### src/rtl/muldiv_unit_pkg.sv
// Shared types and helpers for the multiply/divide engine.
// Provides operand width, opcode and FSM state encodings, the latched
// request payload, and small helpers for signedness and sign fixup.
package muldiv_unit_pkg;

  localparam int unsigned WIDTH = 32;
  localparam int unsigned RES_W = 2 * WIDTH;
  localparam int unsigned CNT_W = $clog2(WIDTH);

  typedef enum logic [1:0] {
    OP_MULT  = 2'b00,
    OP_MULTU = 2'b01,
    OP_DIV   = 2'b10,
    OP_DIVU  = 2'b11
  } op_e;

  typedef enum logic [1:0] {
    ST_IDLE = 2'b00,
    ST_MUL  = 2'b01,
    ST_DIV  = 2'b10,
    ST_DONE = 2'b11
  } state_e;

  typedef struct packed {
    op_e              op;
    logic [WIDTH-1:0] a;
    logic [WIDTH-1:0] b;
  } req_t;

  // MULT and DIV (op[0]=0) treat operands as two's complement.
  function automatic logic is_signed(input op_e op);
    return ~op[0];
  endfunction

  // Two's-complement negate when neg is set; used for abs() and sign fixup.
  function automatic logic [WIDTH-1:0] cond_neg(input logic neg, input logic [WIDTH-1:0] x);
    return neg ? -x : x;
  endfunction

endpackage

### src/rtl/muldiv_unit_if.sv
// EX/MEM-side handshake bundle for the multiply/divide engine.
// master: pipeline side (drives start/op/a/b/flush, sees stall and the result).
// slave:  muldiv_unit (drives stall, hilo_we, hilo_o).
interface muldiv_unit_if;
  import muldiv_unit_pkg::*;

  logic             start;
  op_e              op;
  logic [WIDTH-1:0] a;
  logic [WIDTH-1:0] b;
  logic             flush;
  logic             stall;
  logic             hilo_we;
  logic [RES_W-1:0] hilo_o;

  modport master (
    output start, op, a, b, flush,
    input  stall, hilo_we, hilo_o
  );

  modport slave (
    input  start, op, a, b, flush,
    output stall, hilo_we, hilo_o
  );

endinterface

### src/rtl/muldiv_unit_div_step.sv
// One combinational restoring-division step.
// rem      : current partial remainder (WIDTH+1 bits)
// divisor  : unsigned divisor
// dvd_bit  : next dividend bit shifted in
// rem_next : remainder after the trial subtract (restored if negative)
// q_bit    : quotient bit produced by this step
module muldiv_unit_div_step
  import muldiv_unit_pkg::*;
(
  input  logic [WIDTH:0]   rem,
  input  logic [WIDTH-1:0] divisor,
  input  logic             dvd_bit,
  output logic [WIDTH:0]   rem_next,
  output logic             q_bit
);

  localparam int unsigned SW = WIDTH + 2;
  localparam int unsigned RW = WIDTH + 1;

  logic [SW-1:0] shifted;
  logic [SW-1:0] dvs_ext;

  // Shift in the dividend bit, keep the difference only if it is non-negative.
  always_comb begin
    shifted  = {rem, dvd_bit};
    dvs_ext  = {2'b00, divisor};
    q_bit    = (shifted >= dvs_ext);
    rem_next = q_bit ? RW'(shifted - dvs_ext) : RW'(shifted);
  end

endmodule

### src/rtl/muldiv_unit.sv
// Iterative multiply/divide engine feeding the HI/LO register.
// clk, rst : clock and synchronous active-high reset
// bus      : muldiv_unit_if.slave (start/op/a/b/flush in; stall/hilo_we/hilo_o out)
// Multiply takes one compute cycle; divide is 32 restoring steps. The full
// {HI,LO} result is written with a one-cycle hilo_we in DONE.
module muldiv_unit
  import muldiv_unit_pkg::*;
(
  input  logic         clk,
  input  logic         rst,
  muldiv_unit_if.slave bus
);

  state_e           state_q;
  req_t             req_q;
  logic [CNT_W-1:0] cnt_q;
  logic [WIDTH:0]   rem_q;
  logic [WIDTH-1:0] dvd_q;
  logic [WIDTH-1:0] dvs_q;
  logic [RES_W-1:0] result_q;

  logic             accept;
  logic             sgn_in;
  logic             sgn_q;
  logic [RES_W-1:0] mul_a;
  logic [RES_W-1:0] mul_b;
  logic [RES_W-1:0] product;
  logic [WIDTH:0]   step_rem;
  logic             step_q;
  logic [WIDTH-1:0] q_raw;
  logic [WIDTH-1:0] r_raw;
  logic             q_neg;
  logic             r_neg;
  logic [RES_W-1:0] div_res;

  assign accept = (state_q == ST_IDLE) & bus.start & ~bus.flush;
  assign sgn_in = is_signed(bus.op);
  assign sgn_q  = is_signed(req_q.op);

  // Sign- or zero-extend to 64 bits; the low 64 bits of the product are exact.
  always_comb begin
    mul_a   = sgn_q ? {{WIDTH{req_q.a[WIDTH-1]}}, req_q.a} : {{WIDTH{1'b0}}, req_q.a};
    mul_b   = sgn_q ? {{WIDTH{req_q.b[WIDTH-1]}}, req_q.b} : {{WIDTH{1'b0}}, req_q.b};
    product = mul_a * mul_b;
  end

  muldiv_unit_div_step u_step (
    .rem      (rem_q),
    .divisor  (dvs_q),
    .dvd_bit  (dvd_q[WIDTH-1]),
    .rem_next (step_rem),
    .q_bit    (step_q)
  );

  // dvd_q shifts the dividend out of the top while quotient bits enter at the bottom.
  // Divide by zero bypasses the fixup and returns {a, all-ones}.
  always_comb begin
    q_raw   = {dvd_q[WIDTH-2:0], step_q};
    r_raw   = step_rem[WIDTH-1:0];
    q_neg   = sgn_q & (req_q.a[WIDTH-1] ^ req_q.b[WIDTH-1]);
    r_neg   = sgn_q & req_q.a[WIDTH-1];
    div_res = (req_q.b == '0) ? {req_q.a, {WIDTH{1'b1}}}
                              : {cond_neg(r_neg, r_raw), cond_neg(q_neg, q_raw)};
  end

  // Control FSM with counter and datapath registers.
  always_ff @(posedge clk) begin
    if (rst) begin
      state_q  <= ST_IDLE;
      req_q    <= '0;
      cnt_q    <= '0;
      rem_q    <= '0;
      dvd_q    <= '0;
      dvs_q    <= '0;
      result_q <= '0;
    end else begin
      case (state_q)
        ST_IDLE: begin
          if (accept) begin
            req_q   <= '{op: bus.op, a: bus.a, b: bus.b};
            dvd_q   <= cond_neg(sgn_in & bus.a[WIDTH-1], bus.a);
            dvs_q   <= cond_neg(sgn_in & bus.b[WIDTH-1], bus.b);
            rem_q   <= '0;
            cnt_q   <= '0;
            state_q <= bus.op[1] ? ST_DIV : ST_MUL;
          end
        end
        ST_MUL: begin
          if (bus.flush) begin
            state_q <= ST_IDLE;
          end else begin
            result_q <= product;
            state_q  <= ST_DONE;
          end
        end
        ST_DIV: begin
          if (bus.flush) begin
            state_q <= ST_IDLE;
          end else begin
            rem_q <= step_rem;
            dvd_q <= q_raw;
            cnt_q <= cnt_q + CNT_W'(1);
            if (cnt_q == CNT_W'(WIDTH - 1)) begin
              result_q <= div_res;
              state_q  <= ST_DONE;
            end
          end
        end
        ST_DONE: state_q <= ST_IDLE;
        default: state_q <= ST_IDLE;
      endcase
    end
  end

  // stall drops in DONE so the pipeline advances while the write happens.
  assign bus.stall   = accept | (state_q == ST_MUL) | (state_q == ST_DIV);
  assign bus.hilo_we = (state_q == ST_DONE) & ~bus.flush;
  assign bus.hilo_o  = result_q;

endmodule
### src/flat_wrapper.sv
// flat-port wrapper written by rule: the top's interface ports become plain ports
module muldiv_unit_flat import muldiv_unit_pkg::*;
  (clk, rst, bus_start, bus_op, bus_a, bus_b, bus_flush, bus_stall, bus_hilo_we, bus_hilo_o);
  muldiv_unit_if bus_i ();
  input  logic clk;
  input  logic rst;
  input wire logic [$bits(bus_i.start)-1:0] bus_start;
  input wire logic [$bits(bus_i.op)-1:0] bus_op;
  input wire logic [$bits(bus_i.a)-1:0] bus_a;
  input wire logic [$bits(bus_i.b)-1:0] bus_b;
  input wire logic [$bits(bus_i.flush)-1:0] bus_flush;
  output wire logic [$bits(bus_i.stall)-1:0] bus_stall;
  output wire logic [$bits(bus_i.hilo_we)-1:0] bus_hilo_we;
  output wire logic [$bits(bus_i.hilo_o)-1:0] bus_hilo_o;
  assign bus_i.start = bus_start;
  assign bus_i.op = bus_op;
  assign bus_i.a = bus_a;
  assign bus_i.b = bus_b;
  assign bus_i.flush = bus_flush;
  assign bus_stall = bus_i.stall;
  assign bus_hilo_we = bus_i.hilo_we;
  assign bus_hilo_o = bus_i.hilo_o;
  muldiv_unit u_core (.clk(clk), .rst(rst), .bus(bus_i));
endmodule
### config.mk
export PLATFORM = sky130hd
export DESIGN_NAME = muldiv_unit_flat
export DESIGN_NICKNAME = d
export VERILOG_FILES = /design/src/rtl/muldiv_unit_pkg.sv /design/src/rtl/muldiv_unit_if.sv /design/src/rtl/muldiv_unit_div_step.sv /design/src/rtl/muldiv_unit.sv /design/src/flat_wrapper.sv
export SDC_FILE = /design/constraint.sdc
export NUM_CORES = 2
export LEC_CHECK = 0
export BUFFER_PORTS_ARGS = -buffer_cell sky130_fd_sc_hd__buf_2
export CORE_ASPECT_RATIO = 1.5
export CORE_MARGIN = 3
export CORE_UTILIZATION = 50
export CTS_BUF_LIST = sky130_fd_sc_hd__clkbuf_8
export DETAILED_ROUTE_END_ITERATION = 10
export HOLD_SLACK_MARGIN = 0.02
export PLACE_DENSITY = 0.66
export SLEW_MARGIN = 20
export SYNTH_ARGS = -nofsm -noshare
export SYNTH_HDL_FRONTEND = slang
export SYNTH_SLANG_ARGS = --single-unit
export TNS_END_PERCENT = 5
### constraint.sdc
create_clock -name clk -period 13.4 [get_ports clk]
set_input_delay 0 -clock clk [delete_from_list [all_inputs] [get_ports clk]]
set_output_delay 0 -clock clk [all_outputs]
set_load 0.01 [all_outputs]
==> results.yml <==
synth:
  ys_top_cells_by_count: "1597 x inv_1, 1420 x fa_1, 906 x nand2_1"
  yosysMostFrequentCell: "inv_1"
  ys_seq_area_share_pct: 7.443
  synthArstFlopShare_pct: 0
  synth_area_leaders: "fa_1 46%, inv_1 9.6%, dfxtp_1 7.4%"
  synth_top_area_share_pct: 45.55
  synth_area_per_cell_um2: 8.761
  synth_cells: 7123
  synth_fp_nets: 8965
  synth_cell_types: 83
  synthFlopType: "dfxtp_1"
  synth_enable_flop_cells: 0
  yosysTopAreaCell: "fa_1"
  ys_ff_latch: 232
  synth_area_um2: 62400
  yosysWarnings: 0
cells_and_area:
  syn_to_final_growth_pct: 6.097
  num-fill-cells: 11560
  final_area_um2: 66210
  fin_nets: 8932
  final_util_pct: 53.50
  drive_gt1_share_pct: 4.788
worst_setup_path:
  crit_path_start_kind: "flip-flop"
  max_stage_delay_ns: 0.93
  cp_max_fo: 19
  arrival_ns: 10.89
  setup.worst_path.class: "reg -> reg"
  path_common_cell: "fa_1"
  cp-end-kind: "flip-flop"
  cp.buffers_inverters: 7
  timing.rr.end: "u_core.bus.hilo_o[58]"
  critical_path.top_delay_family: "adder cells"
  reg2reg_setup_slack_ns: 3.01
  r2r_cells: 30
  slowest_stage: "dfxtp_1"
  r2r-start: "u_core.req_q[53]"
  cp.required_ns: 13.90
detailed_routing:
  first_pass_iters: 6
  via_count: 49250
  wire_per_inst_um: 22.85
  drc: 0
  post_drt_via_cell_ratio: 5.644
  routed_wl_mm: 199.4
  drtAntennaViolNets: 0
  drtIter0Drc: 3590
global_routing:
  grt_pass1_vias: 53740
  grt_util_all_layers_pct: 31.71
  grt_overflow: 0
  grt_max_degree: 89
  antenna_found_initial: 5
  grt_pass1_wl_mm: 309.6
placement:
  dpl_cell_area_um2: 64350
  port_buffers: 135
  gp_congestion: 0.9931
  dp.final_hpwl_mm: 162.9
pwr:
  power_density_nw_per_um2: 74.73
  ir_drop_mv: 0.1636
  p_leak_nw: 33.07
clock_tree:
  tritoncts: "built"
  clkSinkCount: 232
  cts_made_buffers: 42
  max-clock-path-buffers: 3
  cts_setup_buffers: 0
  htreeDepth: 2
  clock_latency_ns: 0.64
  clkTransAtPathRegs_ns: 0.07
  cts_root_buf: "clkbuf_8"
worst_hold_path:
  worstHoldStart: "bus_start"
  hold_depth: 6
  whs_endpoint: "u_core.req_q[39]"
  hp-class: "in -> reg"
outcome:
  status: "completed"
floorplan:
  die-area_um2: 129200
  die_h_um: 438.7
  coreArea_um2: 123800
  io_pins: 136
  dieWidth_um: 294.5
  start_util_pct: 50.42
  rows: 158
timing:
  setup_tns_ns: 0
  worst_pin_slew_ns: 1.080
  drv_slew: 0
  fin_crit_sh_pct: 77.54
  max_freq_mhz: 96.24
  min_period_ns: 10.39
  hold_violations: 0
  slew_headroom_pct: 27.85
  rsz0062_at_grt: "false"
  skew_ns: 0.05356
  setup_viol: 0
run:
  maxCapViolCount: 0
-- timing repair --
action,4_1_cts,5_1_grt
endpoints found under the hold margin,162,0
endpoints found under the setup margin,0,0
gates resized for setup,0,0
hold buffers,91,0
-- cell type report --
| class | instances | area, µm² | area share [%] |
|---|---|---|---|
| clock buffer | 48 | 660.6 | 0.9978 |
| antenna | 3 | 7.507 | 0.01134 |
| clock inverter | 28 | 275.3 | 0.4158 |
| sequential | 232 | 4649 | 7.023 |
| tap | 1600 | 2002 | 3.024 |
| inverter | 1598 | 5998 | 9.060 |
| timing repair buffer | 320 | 2298 | 3.472 |
| multi-input combinational | 4896 | 50320 | 76.00 |
-- tightest hold or removal path: cells and delay by family --
family | cells | cell delay [ns]
AO/OA/AOI/OAI | 1 | 0.05
buffers and inverters | 2 | 0.39
AND/OR/NAND/NOR | 3 | 0.30
-- how the worst max path moves through the flow --
stage                                start                    end  slack (ns)  cells after the start
after floorplan           u_core.req_q[63]  u_core.bus.hilo_o[60]        3.66                     35
after global placement    u_core.req_q[53]  u_core.bus.hilo_o[60]        3.30                     32
after detailed placement  u_core.req_q[53]  u_core.bus.hilo_o[60]        3.18                     30
after CTS                 u_core.req_q[53]  u_core.bus.hilo_o[58]        3.14                     30
after global routing      u_core.req_q[53]  u_core.bus.hilo_o[58]        2.57                     30
final                     u_core.req_q[53]  u_core.bus.hilo_o[58]        3.01                     30
-- routing by layer --
layer / up-vias / global-route usage [%] / wire length, µm
li1: 21370 / - / -
met5: - / 0 / 0
met4: 0 / 21.49 / 16740
met2: 1987 / 56.64 / 102600
met3: 643 / 2.927 / 10770
met1: 25250 / 35.85 / 69250
-- flip-flops by register name, indices dropped and copies added (netlist names) --
| signal | flops |
|---|---|
| u_core.bus.hilo_o | 64 |
| u_core.req_q | 64 |
| u_core.rem_q | 33 |
| u_core.dvd_q | 32 |
| u_core.dvs_q | 32 |
| u_core.cnt_q | 5 |
| u_core.state_q | 2 |
-- cells in the final DEF, fill, tap and decap left out, types with 13 or more instances in the layout --
| cell type | count |
|---|---|
| buf_4 | 94 |
| clkbuf_8 | 48 |
| fa_1 | 1420 |
| nand3_1 | 70 |
| o211ai_1 | 34 |
| or3_1 | 20 |
| nand4_1 | 24 |
| o21bai_1 | 13 |
| a31oi_1 | 55 |
| nor3_1 | 60 |
| inv_1 | 1609 |
| nor4_1 | 23 |
| a211oi_1 | 46 |
| a311oi_1 | 16 |
| buf_2 | 134 |
| nand2_1 | 905 |
| and2_1 | 593 |
| o31ai_1 | 19 |
| o21ai_0 | 128 |
| a21o_1 | 54 |
| dlygate4sd3_1 | 91 |
| o21a_1 | 16 |
| nand2b_1 | 17 |
| mux2i_1 | 14 |
| xor2_1 | 85 |
| ha_1 | 351 |
| a22oi_1 | 30 |
| xnor2_1 | 167 |
| and3_1 | 21 |
| a21oi_1 | 267 |
| o221ai_1 | 26 |
| dfxtp_1 | 228 |
| nor2_1 | 247 |
-- power by group --
part / internal (W) / switching, W
sequential: 0.000776 / 0.000129
clock: 0.000429 / 0.000355
combinational: 0.00107 / 0.00219
-- metrics by stage --
stage                     hold WS, ns  total power, W  std cells  setup slack [ns]
after global placement         0.2766        0.004065       8555             3.301
after global routing           0.2356        0.005271       8724             2.566
after CTS                      0.1542        0.004921       8722             3.136
after floorplan                0.1360        0.002959       7123             3.664
final                          0.1772        0.004948       8725             3.009
after detailed placement       0.2810        0.004090       8555             3.179
-- cell families (layout without fill, tap and decap cells) --
group                      count (synthesis)  in the layout  share of synthesized area (%)
xor gates and xnor gates                 252            252                          3.537
other                                      0              3                              0
and+or+nand+nor                         2049           2049                          15.77
buffers and inverters                   1995           1994                          12.02
AOI/OAI and AO/OA                        802            802                          8.277
muxes                                     17             17                         0.2787
adders and majority gates               1776           1776                          52.68
DFF                                      232            232                          7.443
Power figures use the tool's default switching activity.
